--- config.mk ---
export PLATFORM = sky130hd
export DESIGN_NAME = sprite_draw
export DESIGN_NICKNAME = d
export VERILOG_FILES = /design/src/rtl/chip8_pkg.sv /design/src/rtl/sprite_shift.sv /design/src/rtl/sprite_draw.sv
export SDC_FILE = /design/constraint.sdc
export NUM_CORES = 1
export LEC_CHECK = 0
export ABC_AREA = 1
export BUFFER_PORTS_ARGS = -buffer_cell sky130_fd_sc_hd__buf_4
export CAP_MARGIN = 30
export CORE_MARGIN = 4
export CORE_UTILIZATION = 53
export DETAILED_ROUTE_END_ITERATION = 16
export GPL_ROUTABILITY_DRIVEN = 0
export GPL_TIMING_DRIVEN = 0
export HOLD_SLACK_MARGIN = 0.02
export PLACE_DENSITY = 0.8
export RECOVER_POWER = 100
export SLEW_MARGIN = 15
export SYNTH_ARGS = -nofsm -noshare
export SYNTH_HDL_FRONTEND = slang
export SYNTH_HIERARCHICAL = 1
export SYNTH_SLANG_ARGS = --single-unit
--- constraint.sdc ---
create_clock -name clk -period 2.3 [get_ports clk]
set_clock_uncertainty 0.1 [all_clocks]
set_input_delay 0.23 -clock clk [delete_from_list [all_inputs] [get_ports clk]]
set_output_delay 0.23 -clock clk [all_outputs]
set_load 0.01 [all_outputs]
--- src/rtl/chip8_pkg.sv ---
// Shared Chip-8 display constants and the sprite draw FSM state encoding.
package chip8_pkg;

    localparam int SCR_W            = 64;
    localparam int SCR_H            = 32;
    localparam int FB_BYTES_PER_ROW = 8;

    typedef enum logic [2:0] {
        ST_IDLE,
        ST_FETCH,
        ST_MWAIT,
        ST_RDL,
        ST_WRL,
        ST_RDR,
        ST_WRR,
        ST_DONE
    } sprite_state_t;

endpackage

--- src/rtl/sprite_shift.sv ---
// Splits a sprite byte shifted right by the pixel offset into the bytes
// landing in the left and right framebuffer columns.
module sprite_shift (
    input  logic [7:0] byte_in,
    input  logic [2:0] shamt,
    output logic [7:0] s_left,
    output logic [7:0] s_right
);

    logic [15:0] s;

    always_comb begin
        s       = {byte_in, 8'h00} >> shamt;
        s_left  = s[15:8];
        s_right = s[7:0];
    end

endmodule

--- src/rtl/sprite_draw.sv ---
// Chip-8 DXYN executor: fetches sprite rows from CPU memory and XORs them
// into the 64x32 byte-packed framebuffer, tracking the VF collision flag.
module sprite_draw
    import chip8_pkg::*;
#(
    parameter int MEM_AW = 12,
    parameter int FB_AW  = 8
) (
    input  logic              clk,
    input  logic              rst_n,
    input  logic              start,
    input  logic [5:0]        x,
    input  logic [4:0]        y,
    input  logic [3:0]        n,
    input  logic [MEM_AW-1:0] i_addr,
    output logic              busy,
    output logic              done,
    output logic              collision,
    output logic              mem_en,
    output logic [MEM_AW-1:0] mem_addr,
    input  logic [7:0]        mem_rdata,
    output logic              fb_en,
    output logic              fb_we,
    output logic [FB_AW-1:0]  fb_addr,
    output logic [7:0]        fb_wdata,
    input  logic [7:0]        fb_rdata
);

    sprite_state_t     state_q, state_d;
    logic [5:0]        x_q, x_d;
    logic [4:0]        y_q, y_d;
    logic [3:0]        n_q, n_d;
    logic [MEM_AW-1:0] i_addr_q, i_addr_d;
    logic [3:0]        r_q, r_d;
    logic [7:0]        byte_q, byte_d;
    logic              collision_q, collision_d;

    logic [7:0] s_left, s_right;
    logic [4:0] row;
    logic [2:0] col_l, col_r;
    logic [3:0] r_next;

    sprite_shift u_shift (
        .byte_in (byte_q),
        .shamt   (x_q[2:0]),
        .s_left  (s_left),
        .s_right (s_right)
    );

    // Row and column both wrap naturally through their truncated widths.
    assign row    = y_q + {1'b0, r_q};
    assign col_l  = x_q[5:3];
    assign col_r  = col_l + 3'd1;
    assign r_next = r_q + 4'd1;

    assign collision = collision_q;

    always_comb begin
        state_d     = state_q;
        x_d         = x_q;
        y_d         = y_q;
        n_d         = n_q;
        i_addr_d    = i_addr_q;
        r_d         = r_q;
        byte_d      = byte_q;
        collision_d = collision_q;
        busy        = 1'b1;
        done        = 1'b0;
        mem_en      = 1'b0;
        mem_addr    = '0;
        fb_en       = 1'b0;
        fb_we       = 1'b0;
        fb_addr     = '0;
        fb_wdata    = '0;

        case (state_q)
            ST_IDLE: begin
                busy = 1'b0;
                if (start) begin
                    x_d         = x;
                    y_d         = y;
                    n_d         = n;
                    i_addr_d    = i_addr;
                    r_d         = '0;
                    collision_d = 1'b0;
                    state_d     = (n == 4'd0) ? ST_DONE : ST_FETCH;
                end
            end
            ST_FETCH: begin
                mem_en   = 1'b1;
                mem_addr = i_addr_q + MEM_AW'(r_q);
                state_d  = ST_MWAIT;
            end
            ST_MWAIT: begin
                byte_d  = mem_rdata;
                state_d = ST_RDL;
            end
            ST_RDL: begin
                fb_en   = 1'b1;
                fb_addr = {row, col_l};
                state_d = ST_WRL;
            end
            ST_WRL: begin
                fb_en       = 1'b1;
                fb_we       = 1'b1;
                fb_addr     = {row, col_l};
                fb_wdata    = fb_rdata ^ s_left;
                collision_d = collision_q | (|(fb_rdata & s_left));
                if (x_q[2:0] != 3'd0) begin
                    state_d = ST_RDR;
                end else begin
                    r_d     = r_next;
                    state_d = (r_next == n_q) ? ST_DONE : ST_FETCH;
                end
            end
            ST_RDR: begin
                fb_en   = 1'b1;
                fb_addr = {row, col_r};
                state_d = ST_WRR;
            end
            ST_WRR: begin
                fb_en       = 1'b1;
                fb_we       = 1'b1;
                fb_addr     = {row, col_r};
                fb_wdata    = fb_rdata ^ s_right;
                collision_d = collision_q | (|(fb_rdata & s_right));
                r_d         = r_next;
                state_d     = (r_next == n_q) ? ST_DONE : ST_FETCH;
            end
            ST_DONE: begin
                busy    = 1'b0;
                done    = 1'b1;
                state_d = ST_IDLE;
            end
            default: begin
                busy    = 1'b0;
                state_d = ST_IDLE;
            end
        endcase
    end

    always_ff @(posedge clk) begin
        if (!rst_n) begin
            state_q     <= ST_IDLE;
            x_q         <= '0;
            y_q         <= '0;
            n_q         <= '0;
            i_addr_q    <= '0;
            r_q         <= '0;
            byte_q      <= '0;
            collision_q <= 1'b0;
        end else begin
            state_q     <= state_d;
            x_q         <= x_d;
            y_q         <= y_d;
            n_q         <= n_d;
            i_addr_q    <= i_addr_d;
            r_q         <= r_d;
            byte_q      <= byte_d;
            collision_q <= collision_d;
        end
    end

endmodule

==> flow_metrics.py, run 1 <==
metrics = {
    "outcome": {
        "failed_checks": "negative setup slack",
        "status": "finished, violations left",
    },
    "run": {
        "drv_cap": 0,
    },
    "clock_tree": {
        "cts_sinks": 43,
        "h-tree-depth": 2,
        "root_buffer": "clkbuf_8",
        "numCtsBuffers": 5,
        "clkTransAtPathRegs_ps": 80,
        "clock_latency_ps": 290,
        "clockBufferDepth": 2,
        "tritoncts": "yes",
    },
    "synth": {
        "ys_warn_count": 6,
        "ys_ff_latch": 43,
        "syn_inst": 476,
        "synthFlopType": "dfxtp_1",
        "synth.distinct_cells": 40,
        "synth_area_per_cell_um2": 6.37,
        "syn-cell-area_um2": 3030,
        "ys_seq_area_share_pct": 28.4,
        "synth.net_count": 534,
        "synth_edf_count": 0,
        "async_reset_ff_share_pct": 0,
    },
    "critical_path": {
        "critical_path_arrival_ps": 2180,
        "crit_slowest_cell": "dfxtp_4",
        "path_max_fanout": 7,
        "startpoint_type": "register",
        "end_kind": "output pin",
        "worst-path-buf-inv": 1,
        "cp_common_cell": "nand2_1",
        "crit_type": "register to output pin",
        "critPathMaxStageDelay_ps": 390,
        "crit_family": "simple AND/OR/NAND/NOR gates",
        "rrSetupSlack_ps": 40,
        "crit_required_ps": 1970,
        "cp_cell_sequence": "ha_4 > nand3_1 > nand2_2 > nand2_1 > a21oi_2 > nand3_2 > o21ai_2 > nand2_1 > nor2_1 > buf_4",
    },
    "timing": {
        "rsz0062_at_grt": "yes",
        "slew_headroom_pct": 61.1,
        "fmax_ghz": 0.398,
        "worst_pin_slew_ps": 583,
        "period_share_pct": 109,
        "final.min_clock_period_ps": 2510,
        "setup_viol": 8,
        "slew_viol_final": 0,
        "hold_viol": 0,
        "setup_tns_ps": -1000,
        "setup_ws_ps": -212,
    },
    "drt": {
        "wire_per_inst_um": 14.6,
        "remaining_drc_errors": 0,
        "postRouteAntennaNets": 0,
        "routed_via_density": 5.51,
        "drt_wl_total_um": 9580,
        "drt_iter0_drc": 185,
        "drtPass1Iterations": 6,
        "vias": 3602,
    },
    "floorplanning": {
        "fp.dieW_um": 83.7,
        "placementRows": 27,
        "dieArea_um2": 7000,
        "ioPinCount": 80,
        "initial_core_util_pct": 54.8,
        "fp.dieH_um": 83.7,
        "coreArea_um2": 5540,
    },
    "final_layout": {
        "fillers": 453,
        "final_util_pct": 74.6,
        "nets": 639,
        "final_cell_mix": "nand2_1, buf_4, a21oi_1, nand3_1, inv_1",
        "design_area_um2": 4130,
        "area_growth_pct": 36.2,
        "layout.cells.non_filler": 654,
        "mostFrequentLayoutCell": "nand2_1",
        "final-seq-area_um2": 873,
        "multi_input_area_um2": 1960,
        "antennaDiodeCount": 0,
        "layout-drive-gt1-share_pct": 27.8,
    },
    "global_routing": {
        "grtUsageTotal_pct": 24.6,
        "grt_overflow": 0,
        "grt_start_max_net_pins": 13,
        "grt_pass1_vias": 3314,
        "antenna_found_initial": 0,
        "grt_pass1_wl_um": 14500,
    },
    "power_and_ir_drop": {
        "ir_drop_mv": 0.296,
        "p_leak_nw": 1.86,
        "powerDensity_nw_per_um2": 510,
    },
    "placement": {
        "port_buffers": 78,
        "post-place-ws_ps": -214,
        "dpl_cell_area_um2": 3710,
        "hpwl_um": 6640,
        "dp.cells": 626,
    },
    "min_path": {
        "hold_path.class": "primary input to register",
    },
}
==> logic make-up (layout without fill, tap and decap cells) <==
kind of cell	after synthesis	count (layout)	share of synthesized area (%)
AND/OR/NAND/NOR	224	224	32.9
AO/OA/AOI/OAI	109	109	19.4
flip-flops	43	43	28.4
other	1	1	0.124
XOR/XNOR	2	2	0.577
adder cells (fa/ha/maj)	12	12	5.44
multiplexers	6	6	1.98
buffers and inverters	79	185	11.2
==> layer usage <==
metal | vias to the layer above | routed length (µm) | track usage, %
met5 | - | 0 | 0
met4 | 0 | 231 | 7.89
met3 | 22 | 672 | 4.74
met2 | 141 | 4860 | 44.5
met1 | 1650 | 3810 | 29.0
li1 | 1789 | - | -
==> per-stage QoR <==
stage | hold slack [ps] | total power, W
2_1_floorplan | 294 | 0.00130
3_3_place_gp | 341 | 0.00152
3_5_place_dp | 344 | 0.00154
4_1_cts | 107 | 0.00207
5_1_grt | 122 | 0.00222
6_report | 109 | 0.00211
==> Yosys cell counts, types with 3 or more instances <==
master,count,area share [%]
nand2_1,107,13
a21oi_1,61,10
nand3_1,58,9.6
inv_1,53,6.6
dfxtp_1,43,28
nor2_1,34,4.2
o21ai_0,24,4.0
o21ai_1,13,2.1
ha_1,10,4.1
clkbuf_1,8,0.99
nor3_1,8,1.3
mux2i_1,6,2.0
buf_2,5,0.82
nand4_1,5,1.0
inv_2,4,0.49
a21oi_2,3,0.87
buf_6,3,1.1
nor2_2,3,0.62
==> where the power goes <==
group	switching (W)	internal [W]	leakage, nW	total, W
Sequential	0.0000543	0.000809	0.355	0.000863
Combinational	0.000426	0.000280	1.46	0.000706
Clock	0.000265	0.000275	0.0515	0.000540
Total	0.000745	0.00136	1.86	0.00211
==> registers in the layout, summed over array words and instances, names as in the netlist <==
register   count
r_q            4
x_q            6
byte_q         8
i_addr_q      12
collision      1
y_q            5
n_q            4
state_q        3
==> worst min-delay path, stage by stage <==
cell,delay [ps]
buf_4,110
nand3_1,70
a21oi_1,60
==> path summary, 6_finish.rpt <==
kind                                 from                  endpoint  depth (start not counted)
setup reg to reg  state_q[0]$_SDFFE_PN0P_       x_q[5]$_SDFFE_PN0P_                          8
hold reg to reg    collision$_SDFFE_PN0P_    collision$_SDFFE_PN0P_                          2
setup / recovery      r_q[2]$_SDFFE_PN0P_               mem_addr[9]                         10
hold / removal                  i_addr[3]  i_addr_q[3]$_SDFFE_PN0P_                          3
==> area by class of cell <==
type	instances	share of cell area (%)
multi-input combinational	354	47.4
sequential	43	21.1
inverter	60	5.63
timing repair buffer	98	18.6
buffer	19	2.60
clock buffer	8	2.42
tap	72	2.18
==> timing repair <==
item,4_1_cts,5_1_grt
gates resized for setup,30,21
hold buffers,0,0
setup endpoints to repair,18,19
pin swaps,10,13
buffers inserted,12,10
No activity file was read; power rests on OpenSTA's default activity.
==> run 2: changes to the inputs <==
--- a/config.mk
+++ b/config.mk
@@ -9,12 +9,12 @@
 export BUFFER_PORTS_ARGS = -buffer_cell sky130_fd_sc_hd__buf_4
 export CAP_MARGIN = 30
 export CORE_MARGIN = 4
-export CORE_UTILIZATION = 53
+export CORE_UTILIZATION = 40
+export CTS_CLUSTER_SIZE = 20
 export DETAILED_ROUTE_END_ITERATION = 16
 export GPL_ROUTABILITY_DRIVEN = 0
 export GPL_TIMING_DRIVEN = 0
 export HOLD_SLACK_MARGIN = 0.02
-export PLACE_DENSITY = 0.8
 export RECOVER_POWER = 100
 export SLEW_MARGIN = 15
 export SYNTH_ARGS = -nofsm -noshare
==> run 2 against run 1 <==
  * Power fell by 0.78%
  * First-iteration DRC count down 25%
  * Highest routed layer unchanged
  * Sequential share of layout area is 0.059 points higher
  * Critical path type unchanged
  * The flow still finishes with violations (negative setup slack)
  * Maximum frequency grew 2.8%
  * Critical endpoint is now mem_addr[8]
  * Hold slack gained 2.6 ps
  * Global-route usage down 3.9 points
==> flow_metrics.py, run 2 (synthesis results as in run 1) <==
metrics = {
    "critical_path": {
        "crit_type": "register to output pin",
        "path_max_fanout": 4,
        "crit_path_start": "i_addr_q[0]$_SDFFE_PN0P_",
        "crit_required_ps": 1970,
        "critical_path_arrival_ps": 2110,
        "rrSetupSlack_ps": 140,
        "reg2reg_depth": 8,
        "cp-endpoint": "mem_addr[8]",
        "r2r_end": "y_q[4]$_SDFFE_PN0P_",
        "startpoint_type": "register",
        "end_kind": "output pin",
        "timing.rr.start": "state_q[0]$_SDFFE_PN0P_",
    },
    "power_and_ir_drop": {
        "ir_drop_mv": 0.297,
        "share_comb_of_total_power_pct": 33.3,
        "p_int_w": 0.00136,
        "netSwitchingPower_w": 0.000733,
        "power_w": 0.00209,
        "powerDensity_nw_per_um2": 505,
        "power.share.switching_pct": 35.0,
        "p_seq_share_pct": 41.4,
        "p_leak_nw": 1.84,
        "clkPwrFrac_pct": 25.4,
    },
    "global_routing": {
        "grt_pass1_wl_um": 14800,
        "grt_overflow": 0,
        "grtUsageTotal_pct": 20.7,
        "antenna_found_initial": 0,
        "grt_pass1_vias": 3232,
        "grt_start_max_net_pins": 13,
    },
    "timing": {
        "final.min_clock_period_ps": 2440,
        "setup_viol": 5,
        "slew_headroom_pct": 56.9,
        "slew_viol_final": 0,
        "hold_viol": 0,
        "fmax_ghz": 0.409,
        "period_share_pct": 106,
        "setup_ws_ps": -145,
        "rsz0062_at_grt": "yes",
        "fin_hold_ws_ps": 111,
        "worst_pin_slew_ps": 647,
    },
    "clock_tree": {
        "tritoncts": "yes",
        "cts_sinks": 43,
        "numCtsBuffers": 5,
        "h-tree-depth": 2,
        "clock_latency_ps": 300,
        "root_buffer": "clkbuf_8",
        "clockBufferDepth": 2,
        "clkTransAtPathRegs_ps": 80,
        "postCtsHoldBufs": 0,
    },
    "floorplanning": {
        "coreArea_um2": 7330,
        "ioPinCount": 80,
        "placementRows": 31,
        "dieArea_um2": 9040,
        "fp.dieW_um": 95.1,
        "fp.dieH_um": 95.1,
        "initial_core_util_pct": 41.4,
    },
    "outcome": {
        "status": "finished, violations left",
        "failed_checks": "negative setup slack",
    },
    "final_layout": {
        "top_regs": "i_addr_q: 12 flops, byte_q: 8 flops, x_q: 6 flops",
        "nets": 635,
        "antennaDiodeCount": 0,
        "design_area_um2": 4140,
        "largest_reg_flops": 12,
        "layout-drive-gt1-share_pct": 26.5,
        "final_util_pct": 56.5,
        "final_cell_mix": "nand2_1, buf_4, a21oi_1, nand3_1, inv_1",
        "area_growth_pct": 36.5,
        "largest-register": "i_addr_q",
        "mostFrequentLayoutCell": "nand2_1",
    },
    "drt": {
        "vias": 3451,
        "routed_via_density": 5.10,
        "remaining_drc_errors": 0,
        "postRouteAntennaNets": 0,
        "wire_per_inst_um": 13.9,
        "drt_wl_total_um": 9420,
        "drtPass1Iterations": 4,
        "drt_iter0_drc": 139,
    },
    "placement": {
        "dpl_cell_area_um2": 3740,
        "hpwl_um": 7190,
        "port_buffers": 78,
        "post-place-ws_ps": -266,
    },
    "run": {
        "drv_cap": 0,
    },
    "min_path": {
        "hold_path.class": "primary input to register",
    },
}
## run 2: changes by cell type in the layout (fill, tap and decap cells not counted), sizes merged
cell	previous run	this run
clkbuf	17	23
buf	108	98
inv	59	58
clkinv	1	2
## run 2: final cells by class
cell class	instances	area, µm²
Buffer	19	108
Clock buffer	8	100
Fill cell	720	3190
Inverter	60	233
Multi-Input combinational cell	354	1990
Sequential cell	43	877
Tap cell	99	124
Timing Repair Buffer	94	711
## run 2: layer usage
| layer | routed length [µm] | GRT usage [%] | vias to the layer above |
|---|---|---|---|
| li1 | - | - | 1795 |
| met3 | 571 | 4.26 | 12 |
| met2 | 4650 | 36.5 | 94 |
| met1 | 4040 | 25.1 | 1550 |
| met5 | 0 | 0 | - |
| met4 | 163 | 6.49 | 0 |
## run 2: how the worst min path moves through the flow
stage | to | slack (ps) | startpoint | depth (start not counted)
after detailed placement | collision$_SDFFE_PN0P_ | 350 | collision$_SDFFE_PN0P_ | 2
after floorplan | i_addr_q[0]$_SDFFE_PN0P_ | 290 | i_addr[0] | 2
after global placement | collision$_SDFFE_PN0P_ | 340 | collision$_SDFFE_PN0P_ | 2
final | y_q[3]$_SDFFE_PN0P_ | 110 | y[3] | 3
after CTS | y_q[3]$_SDFFE_PN0P_ | 100 | y[3] | 3
after global routing | i_addr_q[10]$_SDFFE_PN0P_ | 110 | i_addr[10] | 3
## run 2: power by group through the flow
stage               sequential (W)  combinational (W)  clock (W)
floorplan                 0.000865           0.000438          0
global placement          0.000877           0.000659          0
detailed placement        0.000879           0.000667          0
CTS                       0.000862           0.000681   0.000546
global route              0.000873           0.000782   0.000577
finish                    0.000865           0.000696   0.000530
## run 2: critical path, cell delays in order (launching register included)
cell,delay (ps)
dfxtp_4,380
ha_4,140
inv_2,30
fa_2,350
nor2_2,130
o21ai_1,60
nand2_1,130
nand2_4,100
nor2_4,140
a21oi_2,80
nor3_2,150
buf_4,140
## run 2: per-stage QoR
step                      TNS, ps  cells
after floorplan                 0    476
after global placement       -528    653
after detailed placement     -585    653
after CTS                    -450    675
after global routing        -1850    677
final                        -556    677
## run 2: repair_timing
action,4_1_cts,5_1_grt
endpoints found under the setup margin,19,24
buffers inserted,14,5
resized for setup,27,28
pin swaps,12,18
==> run 3: changes to the inputs <==
--- a/config.mk
+++ b/config.mk
@@ -15,6 +15,7 @@
 export GPL_ROUTABILITY_DRIVEN = 0
 export GPL_TIMING_DRIVEN = 0
 export HOLD_SLACK_MARGIN = 0.02
+export PLACE_DENSITY = 0.66
 export RECOVER_POWER = 100
 export SLEW_MARGIN = 15
 export SYNTH_ARGS = -nofsm -noshare
==> constraint.sdc (replaced) <==
create_clock -name clk -period 2.2 [get_ports clk]
set_clock_uncertainty 0.1 [all_clocks]
set_input_delay 0.22 -clock clk [delete_from_list [all_inputs] [get_ports clk]]
set_output_delay 0.22 -clock clk [all_outputs]
set_load 0.01 [all_outputs]
==> run 3 against run 2 <==
  * The run still ends with negative setup slack left
  * Critical path depth increased by 1
  * First-iteration DRC count increased by 44%
  * Global-route usage increased by 0.55 points
  * Cell count increased by 1.5%
  * Core utilization increased by 1.7 points
  * Combinational power increased by 9.9%
  * Wire length about the same
  * Largest power group unchanged
==> flow_metrics.py, run 3 (synthesis results as in run 1) <==
metrics = {
    "power_and_ir_drop": {
        "p_leak_nw": 1.89,
        "powerDensity_nw_per_um2": 509,
        "ir_drop_mv": 0.286,
    },
    "timing": {
        "slew_headroom_pct": 60.4,
        "period_share_pct": 112,
        "setup_ws_ps": -272,
        "worst_pin_slew_ps": 594,
        "fmax_ghz": 0.404,
        "hold_viol": 0,
        "rsz0062_at_grt": "yes",
        "setup_viol": 14,
        "fin_hold_ws_ps": 94.0,
        "setup_tns_ps": -1490,
        "final.min_clock_period_ps": 2470,
        "slew_viol_final": 0,
    },
    "critical_path": {
        "startpoint_type": "register",
        "critical_path_arrival_ps": 2150,
        "crit_required_ps": 1880,
        "reg2reg_depth": 8,
        "end_kind": "output pin",
        "crit_type": "register to output pin",
        "path_max_fanout": 3,
    },
    "clock_tree": {
        "numCtsBuffers": 5,
        "tritoncts": "yes",
        "h-tree-depth": 2,
        "root_buffer": "clkbuf_8",
        "clock_latency_ps": 300,
        "cts_sinks": 43,
        "clkTransAtPathRegs_ps": 90,
        "clockBufferDepth": 2,
        "postCtsHoldBufs": 0,
    },
    "placement": {
        "hpwl_um": 6980,
        "port_buffers": 78,
        "post-place-ws_ps": -295,
    },
    "global_routing": {
        "grt_start_max_net_pins": 14,
        "antenna_found_initial": 0,
        "grt_pass1_vias": 3457,
        "grt_overflow": 0,
        "grt_pass1_wl_um": 15400,
        "grtUsageTotal_pct": 21.3,
    },
    "final_layout": {
        "final_util_pct": 58.1,
        "area_growth_pct": 40.5,
        "antennaDiodeCount": 0,
        "mostFrequentLayoutCell": "nand2_1",
        "largest-register": "i_addr_q",
        "final_cell_mix": "nand2_1, buf_4, nand3_1, a21oi_1, inv_1",
        "layout-drive-gt1-share_pct": 32.3,
        "largest_reg_flops": 12,
        "top_regs": "i_addr_q: 12 flops, byte_q: 8 flops, x_q: 6 flops",
        "nets": 645,
    },
    "floorplanning": {
        "initial_core_util_pct": 41.4,
        "ioPinCount": 80,
        "fp.dieW_um": 95.1,
        "fp.dieH_um": 95.1,
        "dieArea_um2": 9040,
        "coreArea_um2": 7330,
        "placementRows": 31,
    },
    "drt": {
        "wire_per_inst_um": 13.7,
        "drtPass1Iterations": 4,
        "postRouteAntennaNets": 0,
        "vias": 3546,
        "routed_via_density": 5.16,
        "remaining_drc_errors": 0,
        "drt_iter0_drc": 200,
        "drt_wl_total_um": 9420,
    },
    "min_path": {
        "hold_depth": 3,
        "hold_path.class": "primary input to register",
    },
    "run": {
        "drv_cap": 0,
    },
    "outcome": {
        "failed_checks": "negative setup slack",
        "status": "finished, violations left",
    },
}
[run 3: cell count changes in the layout (fill, tap and decap cells not counted), moves of 3 or more]
| cell | before | now |
|---|---|---|
| nor2_2 | 3 | 6 |
| a21oi_1 | 57 | 54 |
| nand2_2 | 4 | 8 |
| clkinv_2 | 0 | 3 |
| clkbuf_1 | 14 | 9 |
| buf_4 | 87 | 100 |
| nand2_1 | 104 | 101 |
| o21ai_2 | 0 | 4 |
| dfxtp_2 | 1 | 5 |
| a21oi_2 | 6 | 10 |
| nor2_1 | 31 | 28 |
| buf_2 | 3 | 6 |
| dfxtp_1 | 38 | 35 |
[run 3: worst max-delay path, stage by stage, from the launching register on]
cell,delay (ps)
dfxtp_4,380
ha_4,130
inv_2,30
fa_2,340
nor2_2,130
o21ai_1,60
nand2_1,100
nand2_2,110
buf_6,140
inv_4,50
a21oi_2,40
nor3_1,170
buf_4,150
[run 3: worst paths after layout]
kind | from | endpoint | slack [ps]
worst min-delay path | mem_rdata[4] | byte_q[4]$_SDFFE_PN0P_ | 90
worst max register to register | state_q[0]$_SDFFE_PN0P_ | x_q[5]$_SDFFE_PN0P_ | 70
worst max-delay path | r_q[0]$_SDFFE_PN0P_ | mem_addr[6] | -270
worst min register to register | collision$_SDFFE_PN0P_ | collision$_SDFFE_PN0P_ | 360
[run 3: repair_timing]
action                     CTS  global route
cloned                       0             1
buffers inserted            17             8
resized for setup           40            30
setup endpoints to repair   22            26
pin swaps                   22            18
[run 3: report_power, final]
part | internal (W) | total [W] | switching (W)
Sequential | 0.000847 | 0.000906 | 0.0000585
Combinational | 0.000310 | 0.000765 | 0.000456
Clock | 0.000218 | 0.000499 | 0.000281
[run 3: area by class of cell]
class / count / area [µm²]
Buffer: 19 / 108
Clock buffer: 5 / 68.8
Clock inverter: 3 / 15.0
Fill cell: 719 / 3070
Inverter: 60 / 235
Multi-Input combinational cell: 354 / 2030
Sequential cell: 43 / 878
Tap cell: 99 / 124
Timing Repair Buffer: 104 / 798
[run 3: per-layer routing]
layer	GRT usage [%]	wire length, µm
met5	0	0
met2	37.1	4580
met1	25.8	4060
met4	7.33	170
met3	4.34	609
[run 3: stage by stage]
step           area, µm²  total power [W]  std cells
2_1_floorplan       3040          0.00136        476
3_3_place_gp        3750          0.00161        653
3_5_place_dp        3750          0.00161        653
4_1_cts             4120          0.00215        678
5_1_grt             4260          0.00231        687
6_report            4260          0.00217        687
